===== config.mk =====
export PLATFORM = sky130hd
export DESIGN_NAME = uart_rx_os16
export DESIGN_NICKNAME = d
export VERILOG_FILES = /design/src/rtl/uart_rx_os16.sv
export SDC_FILE = /design/constraint.sdc
export NUM_CORES = 1
export LEC_CHECK = 0
export CAP_MARGIN = 20
export CORE_UTILIZATION = 45
export CTS_BUF_LIST = sky130_fd_sc_hd__clkbuf_8 sky130_fd_sc_hd__clkbuf_16
export CTS_CLUSTER_DIAMETER = 100
export DETAILED_ROUTE_END_ITERATION = 10
export GPL_TIMING_DRIVEN = 1
export PLACE_DENSITY = 0.61
export RECOVER_POWER = 25
export SKIP_LAST_GASP = 1
export SLEW_MARGIN = 20
export SYNTH_ARGS = -nofsm -noshare
export SYNTH_HDL_FRONTEND = slang
export SYNTH_SLANG_ARGS = --single-unit

===== constraint.sdc =====
create_clock -name clk -period 2.4 [get_ports clk]
set_input_delay 0.6 -clock clk [delete_from_list [all_inputs] [get_ports clk]]
set_output_delay 0.6 -clock clk [all_outputs]
set_load 0.005 [all_outputs]

===== src/rtl/uart_rx_os16.sv =====
// 8N1 UART receiver driven by a shared 16x oversample tick.
// Three-sample majority vote at bit centre, false-start rejection and framing-error detection.
module uart_rx_os16 #(
  parameter int DATA_BITS  = 8,
  parameter int OVERSAMPLE = 16
) (
  input  logic                 clk,
  input  logic                 rst,
  input  logic                 b_tick,
  input  logic                 rx,
  output logic [DATA_BITS-1:0] rx_data,
  output logic                 rx_done,
  output logic                 rx_busy,
  output logic                 frame_err
);

  localparam int TW = $clog2(OVERSAMPLE);
  localparam int BW = $clog2(DATA_BITS + 1);

  localparam logic [2:0] ST_IDLE  = 3'd0;
  localparam logic [2:0] ST_START = 3'd1;
  localparam logic [2:0] ST_DATA  = 3'd2;
  localparam logic [2:0] ST_STOP  = 3'd3;
  localparam logic [2:0] ST_BREAK = 3'd4;

  localparam logic [TW-1:0] CNT_S0   = TW'(OVERSAMPLE / 2 - 1);
  localparam logic [TW-1:0] CNT_S1   = TW'(OVERSAMPLE / 2);
  localparam logic [TW-1:0] CNT_S2   = TW'(OVERSAMPLE / 2 + 1);
  localparam logic [TW-1:0] CNT_LAST = TW'(OVERSAMPLE - 1);
  localparam logic [TW-1:0] TICK_ONE = TW'(1);
  localparam logic [BW-1:0] BIT_ONE  = BW'(1);
  localparam logic [BW-1:0] BIT_LAST = BW'(DATA_BITS - 1);

  logic [1:0]           sync_r;
  logic                 rx_s;
  logic [2:0]           state_r, state_s;
  logic [TW-1:0]        tick_r, tick_s, tick_inc_s;
  logic [BW-1:0]        bit_r, bit_s;
  logic [DATA_BITS-1:0] shift_r, shift_s, data_s;
  logic [2:0]           vote_r, vote_s;
  logic                 vote_now_s, at_decide_s, at_last_s;
  logic                 done_s, ferr_s, busy_s;

  function automatic logic maj3(input logic [2:0] s);
    return (s[0] & s[1]) | (s[0] & s[2]) | (s[1] & s[2]);
  endfunction

  assign rx_s = sync_r[1];

  // Two-flop synchroniser, preset high so reset release never looks like a start bit.
  always_ff @(posedge clk or negedge rst) begin
    if (!rst) begin
      sync_r <= 2'b11;
    end else begin
      sync_r <= {sync_r[0], rx};
    end
  end

  // Next-state, tick/bit counting, vote capture and output decisions.
  always_comb begin
    state_s     = state_r;
    bit_s       = bit_r;
    shift_s     = shift_r;
    data_s      = rx_data;
    done_s      = 1'b0;
    ferr_s      = 1'b0;
    tick_inc_s  = (tick_r == CNT_LAST) ? {TW{1'b0}} : (tick_r + TICK_ONE);
    at_decide_s = b_tick & (tick_r == CNT_S2);
    at_last_s   = b_tick & (tick_r == CNT_LAST);
    // The third sample is live on the deciding tick, so the vote includes rx_s directly.
    vote_now_s  = maj3({rx_s, vote_r[1:0]});

    if (b_tick) begin
      tick_s = tick_inc_s;
    end else begin
      tick_s = tick_r;
    end

    if (b_tick && (tick_r == CNT_S0)) begin
      vote_s = {vote_r[2:1], rx_s};
    end else if (b_tick && (tick_r == CNT_S1)) begin
      vote_s = {vote_r[2], rx_s, vote_r[0]};
    end else if (b_tick && (tick_r == CNT_S2)) begin
      vote_s = {rx_s, vote_r[1:0]};
    end else begin
      vote_s = vote_r;
    end

    case (state_r)
      ST_IDLE: begin
        tick_s = {TW{1'b0}};
        if (!rx_s) begin
          state_s = ST_START;
        end else begin
          state_s = ST_IDLE;
        end
      end
      ST_START: begin
        if (at_decide_s && vote_now_s) begin
          state_s = ST_IDLE;
        end else if (at_last_s) begin
          state_s = ST_DATA;
          bit_s   = {BW{1'b0}};
        end else begin
          state_s = ST_START;
        end
      end
      ST_DATA: begin
        if (at_last_s) begin
          shift_s = {maj3(vote_r), shift_r[DATA_BITS-1:1]};
          bit_s   = bit_r + BIT_ONE;
          if (bit_r == BIT_LAST) begin
            state_s = ST_STOP;
          end else begin
            state_s = ST_DATA;
          end
        end else begin
          state_s = ST_DATA;
        end
      end
      ST_STOP: begin
        // Decided mid stop bit so a back-to-back start edge is seen from IDLE.
        if (at_decide_s) begin
          if (vote_now_s) begin
            data_s  = shift_r;
            done_s  = 1'b1;
            state_s = ST_IDLE;
          end else begin
            ferr_s  = 1'b1;
            state_s = ST_BREAK;
          end
        end else begin
          state_s = ST_STOP;
        end
      end
      ST_BREAK: begin
        if (rx_s) begin
          state_s = ST_IDLE;
        end else begin
          state_s = ST_BREAK;
        end
      end
      default: begin
        state_s = ST_IDLE;
        tick_s  = {TW{1'b0}};
      end
    endcase

    busy_s = (state_s != ST_IDLE);
  end

  // State, counters, shift register and registered outputs.
  always_ff @(posedge clk or negedge rst) begin
    if (!rst) begin
      state_r   <= ST_IDLE;
      tick_r    <= {TW{1'b0}};
      bit_r     <= {BW{1'b0}};
      shift_r   <= {DATA_BITS{1'b0}};
      vote_r    <= 3'b000;
      rx_data   <= {DATA_BITS{1'b0}};
      rx_done   <= 1'b0;
      rx_busy   <= 1'b0;
      frame_err <= 1'b0;
    end else begin
      state_r   <= state_s;
      tick_r    <= tick_s;
      bit_r     <= bit_s;
      shift_r   <= shift_s;
      vote_r    <= vote_s;
      rx_data   <= data_s;
      rx_done   <= done_s;
      rx_busy   <= busy_s;
      frame_err <= ferr_s;
    end
  end

endmodule


* After elaboration in Yosys (flattened, before gate mapping) *
Index checks and enable logic that the tools add are counted.

cells by class
  reduce and logical (&&, ||, !) cells = 13
  equality and inequality tests = 13
  add/sub/neg operators = 2
  bitwise gates (word level) = 13
  muxes and demuxes = 24

operator list
  operator                                       number
  2-to-1 mux 4 bit                               6
  one-hot mux 3 bit (5 select lines)             1
  == test 4 bit, second input constant           3
  2-to-1 mux 3 bit                               4
  2-to-1 mux 1 bit                               9
  adder 4 x 1 -> 4 bit, second input constant    2
  == test 4 x 3 -> 1 bit, second input constant  2
  one-hot mux 4 bit (2 select lines)             1
  AND 1 bit                                      7
  == test 3 x 2 -> 1 bit, second input constant  2
  2-to-1 mux 2 bit                               3
  != test 2 bit, second input constant           3
  AND reduction 3 bit                            2
  logical AND 1 bit                              4
  OR 1 bit                                       4
  AND reduction 2 bit                            2
  AND reduction 4 bit                            1
  OR reduction 4 bit                             1
  == test 3 x 1 -> 1 bit, second input constant  1
  == test 3 bit, second input constant           1
  zero test 3 bit                                1
  nonzero test 3 bit                             1
  != test 2 x 1 -> 1 bit, second input constant  1
  NOT 1 bit                                      2
  nonzero test 2 bit                             1

storage, ports and cells
  output and inout port bits = 11
  logic and storage cells = 77
  input port bits = 4
  register bits = 35

* Depth between registers and ports, before layout *
  word-level depth = 7
  mapped depth = 6
  gate-level depth less buffers = 6

* Worst setup path before layout *
OpenSTA, ideal clock, no wires.

  kind = input to register
  from = input port b_tick
  to = register rx_busy
  data required time = 2.269 ns
  arrival = 1.695 ns
  cell stages on the path = 5
  library setup time = 0.131 ns
  setup slack = 0.573 ns
  buffers on the path = 1
  cells stage by stage = buf_4 > nand4_2 > o21a_1 > a211o_1 > or3_1

on the way
  word-level cells in the longest chain between the ends = 5
  elaborated cells on any way between the ends = 9
  classes of those cells = mux: 5; bitwise: 2; reduce/logical: 2

RTL lines
  what                                                          line     source
  start: declaration                                            9        input logic b_tick,
  AND 1 bit (on tied branches)                                  69, 68
  2-to-1 mux 2 bit / logical AND 1 bit (equally long branches)  101, 99
  2-to-1 mux 2 bit                                              99       if (at_decide_s && vote_now_s) begin
  one-hot mux 3 bit (5 select lines) (*)                        89       case (state_r)
  net state_s[0]                                                36       logic [2:0] state_r, state_s;
  nonzero test 3 bit (*)                                        149      busy_s = (state_s != ST_IDLE);
  net busy_s                                                    42       logic done_s, ferr_s, busy_s;
  end signal: assignment                                        172      rx_busy <= busy_s;
  end: declaration                                              13       output logic rx_busy,

The timed path passes the listed nets; every way through them passes the cells marked *.
A chain may end at the register's enable or synchronous reset.

* Final worst setup path *
Ends and elaborated chain as after synthesis.

==> impl_metrics.env <==
export IMPL_initial_utilization=0.490
export IMPL_crit_fanout=5
export IMPL_synth_top_area_frac=0.534
export IMPL_fmax_mhz=510
export IMPL_die_h_um=60.6
export IMPL_path_clk_slew_ns=0.07
export IMPL_mostFrequentLayoutCells="dfrtp_1 (33), mux2_2 (18), clkdlybuf4s50_1 (12), nor2_1 (9), inv_1 (7)"
export IMPL_synth_edf_count=0
export IMPL_seq_area_frac_synth=0.568
export IMPL_detail_route_vias_per_cell=5.07
export IMPL_fillerInstances=282
export IMPL_place_congestion=0.780
export IMPL_postRouteAntennaNets=0
export IMPL_path_class="primary input to register"
export IMPL_grt_pass1_vias=978
export IMPL_io_pin_count=15
export IMPL_p_total_mw=1.72
export IMPL_irDropWorstVdd_v=0.000467
export IMPL_slew_headroom=0.455
export IMPL_drv_cap=0
export IMPL_vias=969
export IMPL_htreeDepth=2
export IMPL_synthFlopType="dfrtp_1"
export IMPL_antenna_found_initial=0
export IMPL_yosys_area_top_type="dfrtp_1"
export IMPL_cts_buffers=5
export IMPL_end_kind="register"
export IMPL_dp_slack_ns=0.137
export IMPL_cts_sinks=35
export IMPL_ys_ff_latch=35
export IMPL_root_buffer="clkbuf_8"
export IMPL_port_buffers=14
export IMPL_reg2reg_from="tick_r[1]"
export IMPL_final_setup_tns_ns=0
export IMPL_arrival_ns=2.13
export IMPL_finalNetCount=154
export IMPL_hpwl_um=1800
export IMPL_worstHoldStart="sync_r[0]"
export IMPL_insertion_delay_ns=0.29
export IMPL_layout_commonest_cell="dfrtp_1"
export IMPL_area_delta_synth_final_pct=24.0
export IMPL_dieWidth_um=60.6
export IMPL_synth_top_cells_by_area="dfrtp_1 (53%), mux2_2 (13%), dfstp_2 (3.4%)"
export IMPL_maxSlewViolCount=0
export IMPL_clk_path_buf_depth=2
export IMPL_dieArea_um2=3670
export IMPL_synth_distinct_cells=38
export IMPL_hold_viol=0
export IMPL_leakage_nw=0.907
export IMPL_crit_start="b_tick"
export IMPL_cts_hold_buf=0
export IMPL_grt_start_max_net_pins=36
export IMPL_n_antenna_cell=0
export IMPL_drtIter0Drc=38
export IMPL_period_share=0.818
export IMPL_skew_ns=0.00636
export IMPL_finalSetupViolations=0
export IMPL_wl_per_cell_um=13.6
export IMPL_rows=20
export IMPL_avgSynthCellArea_um2=12.8
export IMPL_powerDensity_nw_per_um2=898
export IMPL_setup_ws_ns=0.437
export IMPL_drc=0
export IMPL_cts_tree="built"
export IMPL_syn_area_um2=1550
export IMPL_synth_nets=129
export IMPL_grt_pass1_wl_um=4460
export IMPL_postCtsSetupBuffers=0
export IMPL_netlist_instances=121
export IMPL_layout_drive_gt1_share=0.265
export IMPL_rsz0062_at_grt="false"
export IMPL_yosys_warnings=0
export IMPL_cts_resized=0
export IMPL_gr_total_overflow=0
export IMPL_hold_class="register to register"
export IMPL_fin_crit_ns=1.96
export IMPL_hold_slack_ns=0.360
export IMPL_tightest_slew_ns=0.818
export IMPL_fp_coreArea_um2=3150
export IMPL_start_kind="primary input"
export IMPL_status="completed"
export IMPL_dr_pass1_iters=4
export IMPL_grt_use_total=0.176
export IMPL_synthArstFlopShare=1.00
export IMPL_wirelength_um=2590
export IMPL_critPathRequiredTime_ns=2.57
==> metal layers <==
metal | global-route usage | vias up | wire length, um
li1 | - | 477 | -
met1 | 0.228 | 469 | 1260
met2 | 0.251 | 16 | 1150
met3 | 0.0789 | 7 | 113
met4 | 0.0877 | 0 | 64
met5 | 0 | - | 0
==> logic make-up (layout without fill, tap and decap cells) <==
kind of cell	Yosys count	count (layout)	share of synthesized area
xor gates and xnor gates	5	5	0.0283
and+or+nand+nor	37	37	0.147
DFF	35	35	0.568
muxes	20	20	0.145
buffers and inverters	10	36	0.0324
adders and majority gates	5	5	0.0389
AOI/OAI and AO/OA	9	9	0.0405
==> area by class of cell <==
class / instances / area [um^2] / share of cell area
sequential: 35 / 878 / 0.459
multi-input combinational: 76 / 617 / 0.322
timing repair buffer: 22 / 210 / 0.110
clock buffer: 5 / 68.8 / 0.0359
clock inverter: 3 / 63.8 / 0.0333
tap: 44 / 55.1 / 0.0287
inverter: 6 / 22.5 / 0.0118
==> flip-flops by register name, summed over array words and instances, names as in the netlist <==
register   count
bit_r          4
rx_busy        1
rx_done        1
tick_r         4
shift_r        8
state_r        3
vote_r         3
frame_err      1
rx_data        8
sync_r         2
==> cells in the mapped netlist, drive strengths merged, types with 2 or more instances <==
library cell and n:
mux2 19, nand4b 2, nor4 3, xor2 3
buf 3, nor2 9, xnor2 2, a31o 2
and4b 2, nand2 6, ha 4, o21ai 2
nand3 3, dfrtp 33, nor3 2, nand4 4
dfstp 2, inv 6
==> through the flow <==
step / cell area (um^2) / cells / utilization
final: 1920 / 191 / 0.608
after global routing: 1920 / 191 / 0.608
after CTS: 1920 / 191 / 0.608
after detailed placement: 1790 / 183 / 0.566
after global placement: 1790 / 183 / 0.566
after floorplan: 1550 / 121 / -
==> path summary, 6_finish.rpt <==
kind / to / slack (ns) / cells past startpoint
max: rx_busy / 0.44 / 5
min reg2reg: sync_r[1] / 0.36 / 0
min in group asynchronous: rx_data[2] / 0.93 / 2
max in group asynchronous: state_r[1] / 0.95 / 2
max reg2reg: rx_busy / 0.63 / 6
min: sync_r[1] / 0.36 / 0
==> critical path: stages <==
cell and delay (ns):
clkdlybuf4s50_1 0.52, and4b_2 0.30, o21ai_1 0.08, a211o_1 0.27, or3_1 0.36
==> report_power, final <==
part	leakage, nW	switching (mW)	internal [mW]
clock network	0.0695	0.208	0.411
registers	0.464	0.118	0.676
logic	0.374	0.150	0.159
total	0.907	0.476	1.25
No activity file was read; power rests on OpenSTA's default activity.
